## config.mk

```make
export PLATFORM = sky130hd
export DESIGN_NAME = esfa_command_sequencer
export DESIGN_NICKNAME = d
export VERILOG_FILES = /design/src/rtl/esfa_command_sequencer.sv
export SDC_FILE = /design/constraint.sdc
export NUM_CORES = 1
export LEC_CHECK = 0
export CORE_ASPECT_RATIO = 0.9
export CORE_UTILIZATION = 40
export CTS_CLUSTER_SIZE = 14
export DETAILED_ROUTE_END_ITERATION = 6
export PLACE_DENSITY = 0.87
export SYNTH_ARGS = -nofsm -noshare
export SYNTH_HDL_FRONTEND = slang
export SYNTH_SLANG_ARGS = --single-unit
```

## constraint.sdc

```tcl
create_clock -name clk -period 3.4 [get_ports clk]
set_input_delay 0.34 -clock clk [delete_from_list [all_inputs] [get_ports clk]]
set_output_delay 0.34 -clock clk [all_outputs]
set_load 0.005 [all_outputs]
```

## src/rtl/esfa_command_sequencer.sv

```systemverilog
// Host-side initiator for the ESFA memory engine: expands one request at a time
// into the engine's per-cycle command sequence and returns one response per request.
module esfa_command_sequencer #(
  parameter logic [7:0] SEL_IDLE   = 8'd0,
  parameter logic [7:0] SEL_LOOKUP = 8'd1,
  parameter logic [7:0] SEL_CODE   = 8'd2,
  parameter logic [7:0] SEL_WRITE  = 8'd3,
  parameter logic [7:0] SEL_ALLOC  = 8'd5,
  parameter logic [7:0] SEL_RANK   = 8'd6,
  parameter logic [7:0] SEL_RANKQ  = 8'd7
) (
  input  logic       clk,
  input  logic       reset,
  input  logic       req_valid,
  output logic       req_ready,
  input  logic [1:0] req_op,
  input  logic [7:0] req_handle,
  input  logic [7:0] req_index,
  input  logic [7:0] req_value,
  output logic       rsp_valid,
  input  logic       rsp_ready,
  output logic       rsp_bool,
  output logic [7:0] rsp_value,
  output logic [7:0] selector,
  output logic [7:0] queried_handle,
  output logic [7:0] new_index,
  output logic [7:0] new_value,
  input  logic       resultBool,
  input  logic [7:0] resultValue,
  output logic [7:0] txn_count
);

  localparam logic [1:0] OP_READ  = 2'd0;
  localparam logic [1:0] OP_ALLOC = 2'd1;
  localparam logic [1:0] OP_RANK  = 2'd2;

  typedef enum logic [2:0] {
    ST_IDLE = 3'd0,
    ST_S1   = 3'd1,
    ST_S2   = 3'd2,
    ST_S3   = 3'd3,
    ST_RESP = 3'd4
  } state_t;

  state_t     state_r;
  state_t     state_next_s;
  logic [1:0] op_r;
  logic [7:0] handle_r;
  logic [7:0] index_r;
  logic [7:0] value_r;
  logic       accept_s;
  logic       rsp_hs_s;
  logic [1:0] op_next_s;
  logic [7:0] sel_next_s;
  logic       req_ready_r;
  logic       rsp_valid_r;
  logic       rsp_bool_r;
  logic [7:0] rsp_value_r;
  logic [7:0] selector_r;
  logic [7:0] txn_count_r;

  assign accept_s = req_valid && (state_r == ST_IDLE);
  assign rsp_hs_s = rsp_ready && (state_r == ST_RESP);

  assign req_ready      = req_ready_r;
  assign rsp_valid      = rsp_valid_r;
  assign rsp_bool       = rsp_bool_r;
  assign rsp_value      = rsp_value_r;
  assign selector       = selector_r;
  assign queried_handle = handle_r;
  assign new_index      = index_r;
  assign new_value      = value_r;
  assign txn_count      = txn_count_r;

  // State register
  always_ff @(posedge clk or negedge reset) begin
    if (!reset) begin
      state_r <= ST_IDLE;
    end else begin
      state_r <= state_next_s;
    end
  end

  // Next-state decode; engine failures in S1/S2 short-circuit to the response
  always_comb begin
    state_next_s = state_r;
    case (state_r)
      ST_IDLE: begin
        if (accept_s) begin
          if (req_op == 2'd3) begin
            state_next_s = ST_RESP;
          end else begin
            state_next_s = ST_S1;
          end
        end else begin
          state_next_s = ST_IDLE;
        end
      end
      ST_S1: begin
        if ((op_r == OP_ALLOC || op_r == OP_RANK) && resultBool) begin
          state_next_s = ST_S2;
        end else begin
          state_next_s = ST_RESP;
        end
      end
      ST_S2: begin
        if (op_r == OP_RANK && resultBool) begin
          state_next_s = ST_S3;
        end else begin
          state_next_s = ST_RESP;
        end
      end
      ST_S3:   state_next_s = ST_RESP;
      ST_RESP: begin
        if (rsp_ready) begin
          state_next_s = ST_IDLE;
        end else begin
          state_next_s = ST_RESP;
        end
      end
      default: state_next_s = ST_IDLE;
    endcase
  end

  // Output decode for the upcoming state, so the command registers line up with it
  always_comb begin
    sel_next_s = SEL_IDLE;
    if (accept_s) begin
      op_next_s = req_op;
    end else begin
      op_next_s = op_r;
    end
    case (state_next_s)
      ST_S1: begin
        case (op_next_s)
          OP_READ:  sel_next_s = SEL_LOOKUP;
          OP_ALLOC: sel_next_s = SEL_ALLOC;
          OP_RANK:  sel_next_s = SEL_CODE;
          default:  sel_next_s = SEL_IDLE;
        endcase
      end
      ST_S2: begin
        case (op_next_s)
          OP_ALLOC: sel_next_s = SEL_WRITE;
          OP_RANK:  sel_next_s = SEL_RANK;
          default:  sel_next_s = SEL_IDLE;
        endcase
      end
      ST_S3:   sel_next_s = SEL_RANKQ;
      default: sel_next_s = SEL_IDLE;
    endcase
  end

  // Registered handshake and command outputs
  always_ff @(posedge clk or negedge reset) begin
    if (!reset) begin
      req_ready_r <= 1'b1;
      rsp_valid_r <= 1'b0;
      selector_r  <= SEL_IDLE;
    end else begin
      req_ready_r <= (state_next_s == ST_IDLE);
      rsp_valid_r <= (state_next_s == ST_RESP);
      selector_r  <= sel_next_s;
    end
  end

  // Request capture and result sampling; response starts as 0/0 on accept
  always_ff @(posedge clk or negedge reset) begin
    if (!reset) begin
      op_r        <= 2'd0;
      handle_r    <= 8'd0;
      index_r     <= 8'd0;
      value_r     <= 8'd0;
      rsp_bool_r  <= 1'b0;
      rsp_value_r <= 8'd0;
    end else if (accept_s) begin
      op_r        <= req_op;
      handle_r    <= req_handle;
      index_r     <= req_index;
      value_r     <= req_value;
      rsp_bool_r  <= 1'b0;
      rsp_value_r <= 8'd0;
    end else begin
      case (state_r)
        ST_S1: begin
          if (op_r == OP_READ || (op_r == OP_ALLOC && resultBool)) begin
            rsp_bool_r  <= resultBool;
            rsp_value_r <= resultValue;
          end else begin
            rsp_bool_r  <= rsp_bool_r;
            rsp_value_r <= rsp_value_r;
          end
        end
        ST_S3: begin
          rsp_bool_r  <= resultBool;
          rsp_value_r <= resultValue;
        end
        default: begin
          rsp_bool_r  <= rsp_bool_r;
          rsp_value_r <= rsp_value_r;
        end
      endcase
    end
  end

  // Completed response handshakes, wrapping at 8 bits
  always_ff @(posedge clk or negedge reset) begin
    if (!reset) begin
      txn_count_r <= 8'd0;
    end else if (rsp_hs_s) begin
      txn_count_r <= txn_count_r + 8'd1;
    end else begin
      txn_count_r <= txn_count_r;
    end
  end

endmodule

```

==> reports/results.ini, run 1 <==
[layout]
nets = 295
fill_cells = 419
drive_gt1_frac = 0.152
area_growth_pct = 43.3
fin_cells = 317
antenna-diode-count = 0

[place]
dpl.cell_count = 309
detailed_place_hpwl_um = 3160
port_buffers = 84
routabilityCongestion = 0.835

[floorplanning]
fp.dieW_um = 80.3
start_util = 0.418
num_rows = 25
ios = 90
die_y_um = 72.5
dieArea_um2 = 5820
core_area_um2 = 5290

[logic_synthesis]
ys_seq_area_frac = 0.579
synth-xor-area-share = 0.0278
ys_types = 37
synthSimpleGateAreaFrac = 0.0839
synth.cell_area_um2 = 2210
synthMuxAreaShare = 0.137
synth_top_family_by_area = multiplexers
synth-compound-area-share = 0.0760
ys_ff_latch = 51
post_synth.cell_area_avg_um2 = 13.5
synth_area_leaders = dfrtp_1 (57%), mux2_2 (13%), ha_1 (4.0%), a22o_1 (3.2%), buf_6 (2.0%)
synth_area_leader_cell = dfrtp_1
postSynthCellCount = 164
yosysTopAreaCellShare = 0.567
ys.warnings.count = 0
async_flop_share = 1.00
synth_edf_count = 0
synth_ff_type = dfrtp_1
synth_adder_area_share = 0.0397

[route]
wirelength_um = 4320
drc = 0
drt_iter0_drc = 58
vias_per_cell = 4.81
num_vias = 1524
dr.pass1.iters = 4
wire_per_inst_um = 13.6
ant_nets = 0

[clocking]
clock_path_buffers = 2
cts_tree = built
cts_buffers = 5
ctsHtreeMaxLevel = 2
cts_root_buf = clkbuf_8
cts-hold-fix-buffers = 0
cts.sinks = 51
clk_pin_slew_ns = 0.08
insertion_delay_ns = 0.29
post_cts_buffers = 0
post_cts_resized = 0

[sta]
worst_slew_pin_slew_ns = 1.12
max-slew-margin-rel = 0.253
drv_slew = 0
finalSetupTns_ns = 0
fmaxAchievable_ghz = 0.523
post-route-min-period_ns = 1.91
fin_skew_ns = 0.00372
setup_viol = 0
hold_viol_final = 0
fin_crit_sh = 0.563
rsz0062_at_grt = false

[power_and_ir_drop]
peakVddDrop_v = 0.000326
powerDensity_nw_per_um2 = 781
leakagePower_nw = 1.39

[global_route]
grt_max_degree = 52
grt.total_usage = 0.159
grtUsageMet3 = 0.0440
overflow = 0
globalRoute.busiestLayer = met2
antenna_found_initial = 0
first_global_vias = 1480
grt_pass1_wl_um = 7000
use_met2 = 0.271
grt_util_met1 = 0.192

[critical_path]
critical_path.max_fanout = 9
timing.rr.end = selector[1]
path_class = reg -> reg
reg2reg_depth = 7
arrival_ns = 2.10
end_kind = register
startpoint_type = register
startpoint = state_r[1]
required_ns = 3.59
timing.rr.start = state_r[1]
cp-endpoint = selector[1]
r2r_setup_slack_ns = 1.49

[min_path]
holdCritPathClass = in -> async

[run]
max-cap-violations = 0

[run_status]
status = finished clean

-- power by group --
group / total, W / internal, W / switching (W)
logic: 0.00107 / 0.000700 / 0.000375
clock network: 0.000366 / 0.000186 / 0.000180
registers: 0.00103 / 0.000861 / 0.000168
total: 0.00247 / 0.00175 / 0.000723
-- state kept, by name (all words and copies together) (netlist names), 2 cells and up --
register and flops:
rsp_value 8, txn_count 8, new_index 8, state_r 3, new_value 8, op_r 2, selector 3, queried_handle 8
-- worst min path at each step --
stage                         to    startpoint  slack, ns
floorplan           new_index[0]         reset       0.04
global placement    txn_count[7]  txn_count[7]       0.46
detailed placement      rsp_bool      rsp_bool       0.48
CTS                 txn_count[6]         reset       0.29
global route        new_value[2]         reset       0.35
finish              txn_count[6]         reset       0.26
-- cell type report --
type	count	area, um2	share of cell area
clock buffers	8	100	0.0316
multi-input cells	98	828	0.262
repair buffers	85	843	0.267
inverters	8	30.0	0.00949
flip-flops and latches	51	1280	0.404
well taps	67	83.8	0.0265
-- kinds of logic (layout without fill, tap and decap cells) --
family	count (synthesis)	count (layout)
multiplexers	27	27
AO/OA/AOI/OAI	22	22
other	1	5
flip-flops	51	51
XOR/XNOR	7	7
AND/OR/NAND/NOR	30	30
buffers and inverters	19	101
adder cells (fa/ha/maj)	7	7
-- through the flow --
| stage | util | cell area, um2 | hold WS [ns] | total power, W | setup slack [ns] |
|---|---|---|---|---|---|
| 4_1_cts | 0.598 | 3160 | 0.287 | 0.00251 | 1.47 |
| 2_1_floorplan | - | 2220 | 0.0444 | 0.00153 | 1.51 |
| 5_1_grt | 0.598 | 3160 | 0.348 | 0.00265 | 1.27 |
| 6_report | 0.598 | 3160 | 0.256 | 0.00247 | 1.49 |
| 3_5_place_dp | 0.579 | 3060 | 0.482 | 0.00213 | 1.23 |
| 3_3_place_gp | 0.579 | 3060 | 0.455 | 0.00209 | 1.30 |
-- critical path, cell delays in order, from the launching register on --
cell	delay (ns)
dfrtp_1	0.47
nand2b_1	0.23
nor3_4	0.22
mux2i_1	0.32
inv_1	0.11
ha_1	0.28
nor2_1	0.04
o22a_1	0.15
-- cell usage after synthesis (3+ instances only) --
cell	instances
buf_6	4
buf_4	5
inv_1	8
nand2_1	8
dfrtp_1	50
o21ai_0	3
xnor2_1	3
mux2_2	25
nor2_1	5
ha_1	7
xor2_1	4
a22o_1	8
-- cells in the final DEF, fill, tap and decap left out, drive strengths merged, types with 4 or more instances in the layout --
cell type,count
nand2,8
dfrtp,50
xor2,4
conb,5
clkdlybuf4s50,83
clkbuf,8
inv,8
nor2,5
ha,7
a22o,8
mux2,25
-- layer usage --
| metal | share of wire | vias to the layer above |
|---|---|---|
| li1 | - | 739 |
| met3 | 0.060 | 8 |
| met2 | 0.49 | 46 |
| met5 | 0 | - |
| met1 | 0.44 | 731 |
| met4 | 0.014 | 0 |
(Power assumes the default switching activity.)
==> run 2: changes to the inputs <==
--- a/config.mk
+++ b/config.mk
@@ -6,10 +6,10 @@
 export NUM_CORES = 1
 export LEC_CHECK = 0
 export CORE_ASPECT_RATIO = 0.9
-export CORE_UTILIZATION = 40
+export CORE_UTILIZATION = 39
 export CTS_CLUSTER_SIZE = 14
 export DETAILED_ROUTE_END_ITERATION = 6
-export PLACE_DENSITY = 0.87
+export PLACE_DENSITY = 0.89
 export SYNTH_ARGS = -nofsm -noshare
 export SYNTH_HDL_FRONTEND = slang
 export SYNTH_SLANG_ARGS = --single-unit
==> constraint.sdc (replaced) <==
create_clock -name clk -period 1.6 [get_ports clk]
set_input_delay 0.16 -clock clk [delete_from_list [all_inputs] [get_ports clk]]
set_output_delay 0.16 -clock clk [all_outputs]
set_load 0.005 [all_outputs]
==> run 2 against run 1 <==
The flow now finishes with violations (negative setup slack). Non-clock buffer count grew 16. Clock skew grew 0.0045 ns. Combinational power up 140%. Clock power rose by 120%. Critical path type unchanged. Largest cell class unchanged. Highest routed layer unchanged.
==> reports/results.ini, run 2 (synthesis gave the netlist of run 1 again) <==
[critical_path]
arrival_ns = 1.96
max_stage_delay_ns = 0.40
timing.rr.start = state_r[1]
r2r_setup_slack_ns = -0.17
startpoint_type = register
slowest_stage = dfrtp_1
reg2reg_depth = 7
critPathBufInv = 1
cp_cell_sequence = nand2b_4 > nor3_4 > mux2i_2 > inv_1 > ha_1 > nor2_1 > o22a_1
timing.rr.end = selector[1]
crit_family = simple AND/OR/NAND/NOR gates
end_kind = register
critical_path.max_fanout = 4
path_class = reg -> reg
required_ns = 1.79

[clocking]
clock_path_buffers = 2
cts_tree = built
cts_buffers = 5
cts_root_buf = clkbuf_8
clk_pin_slew_ns = 0.10
ctsHtreeMaxLevel = 2
cts.sinks = 51
insertion_delay_ns = 0.30

[global_route]
antenna_found_initial = 0
overflow = 0
grt_pass1_wl_um = 7270
first_global_vias = 1552
grt.total_usage = 0.161
grt_max_degree = 52

[sta]
fin_ws_ns = -0.166
max-slew-margin-rel = 0.657
rsz0062_at_grt = true
drv_slew = 0
fin_skew_ns = 0.00817
holdWs_ns = 0.378
fin_crit_sh = 1.10
setup_viol = 25
fmaxAchievable_ghz = 0.566
post-route-min-period_ns = 1.77
hold_viol_final = 0
worst_slew_pin_slew_ns = 0.512

[layout]
nets = 311
antenna-diode-count = 0
area_growth_pct = 51.5
finalInstanceArea_um2 = 3340
fin_util = 0.625
most-common-layout-cells = clkdlybuf4s50_1 (83), dfrtp_1 (50), mux2_2 (25), buf_4 (15), a22o_1 (8)
fill_cells = 428
final_common_cell = clkdlybuf4s50_1
drive_gt1_frac = 0.241

[place]
dp_slack_ns = -0.423
port_buffers = 84
placed_cell_area_um2 = 3150
routabilityCongestion = 0.813
detailed_place_hpwl_um = 3380

[route]
ant_nets = 0
wirelength_um = 4810
dr.pass1.iters = 4
vias_per_cell = 4.89
wire_per_inst_um = 14.4
drc = 0
drt_iter0_drc = 45
num_vias = 1629

[run_status]
violations = negative setup slack
status = complete, but fails checks

[floorplanning]
start_util = 0.413
core_area_um2 = 5350
die_y_um = 73.4
dieArea_um2 = 5960
num_rows = 25
ios = 90
fp.dieW_um = 81.3

[power_and_ir_drop]
leakagePower_nw = 1.49
powerDensity_nw_per_um2 = 1670
fin_total_pwr_w = 0.00559
peakVddDrop_v = 0.000877

[run]
max-cap-violations = 0

[min_path]
holdCritPathClass = in -> async

-- run 2: how the worst max path moves through the flow --
stage	start	endpoint	slack, ns	depth (start not counted)
final	state_r[1]	selector[1]	-0.17	7
after global routing	state_r[1]	selector[1]	-0.21	7
after CTS	state_r[1]	selector[1]	-0.09	7
after detailed placement	req_valid	selector[2]	-0.42	9
after global placement	req_valid	selector[2]	-0.33	9
after floorplan	state_r[1]	selector[1]	-0.23	8
-- run 2: report_power, final --
group | switching [W] | leakage (nW) | internal (W) | total (W)
combinational | 0.000940 | 0.800 | 0.00168 | 0.00262
clock | 0.000415 | 0.0505 | 0.000394 | 0.000809
sequential | 0.000327 | 0.635 | 0.00183 | 0.00216
-- run 2: worst reg2reg max path: cells and delay by family, from the launching register on --
kind,cells,cell delay (ns)
simple gates,3,0.44
fa+ha+maj,1,0.28
flops,1,0.40
mux,1,0.29
buf+inv,1,0.09
compound gates,1,0.15
-- run 2: area by class of cell --
type                       instances  area (um2)  area share
sequential                        51        1280       0.382
multi-input combinational         98         871       0.260
clock inverter                     1        7.51     0.00224
tap                               67        83.8      0.0251
clock buffer                       7        96.3      0.0288
inverter                           8        30.0     0.00898
timing repair buffer             101         978       0.293
-- run 2: what timing repair did --
action | in CTS | in global routing
hold buffers | 1 | 0
hold endpoints to repair | 50 | 0
pin swaps | 5 | 2
cloned | 0 | 0
setup buffers | 2 | 4
resized for setup | 5 | 6
endpoints found under the setup margin | 34 | 42
-- run 2: per-stage QoR --
stage | TNS [ns] | cells
2_1_floorplan | -0.589 | 168
3_3_place_gp | -8.49 | 318
3_5_place_dp | -9.38 | 318
4_1_cts | -0.976 | 329
5_1_grt | -3.37 | 333
6_report | -2.05 | 333
-- run 2: routing by layer --
layer,wire length [um],vias up,GRT usage
li1,-,763,-
met2,2550,55,0.279
met5,0,-,0
met3,287,4,0.0484
met4,32,0,0.0417
met1,1940,807,0.195
==> run 3: changes to the inputs <==
--- a/config.mk
+++ b/config.mk
@@ -10,6 +10,7 @@
 export CTS_CLUSTER_SIZE = 14
 export DETAILED_ROUTE_END_ITERATION = 6
 export PLACE_DENSITY = 0.89
+export SLEW_MARGIN = 40
 export SYNTH_ARGS = -nofsm -noshare
 export SYNTH_HDL_FRONTEND = slang
 export SYNTH_SLANG_ARGS = --single-unit
==> results of run 3 <==
Final layout, timing and power as in run 2 (identical DEF).
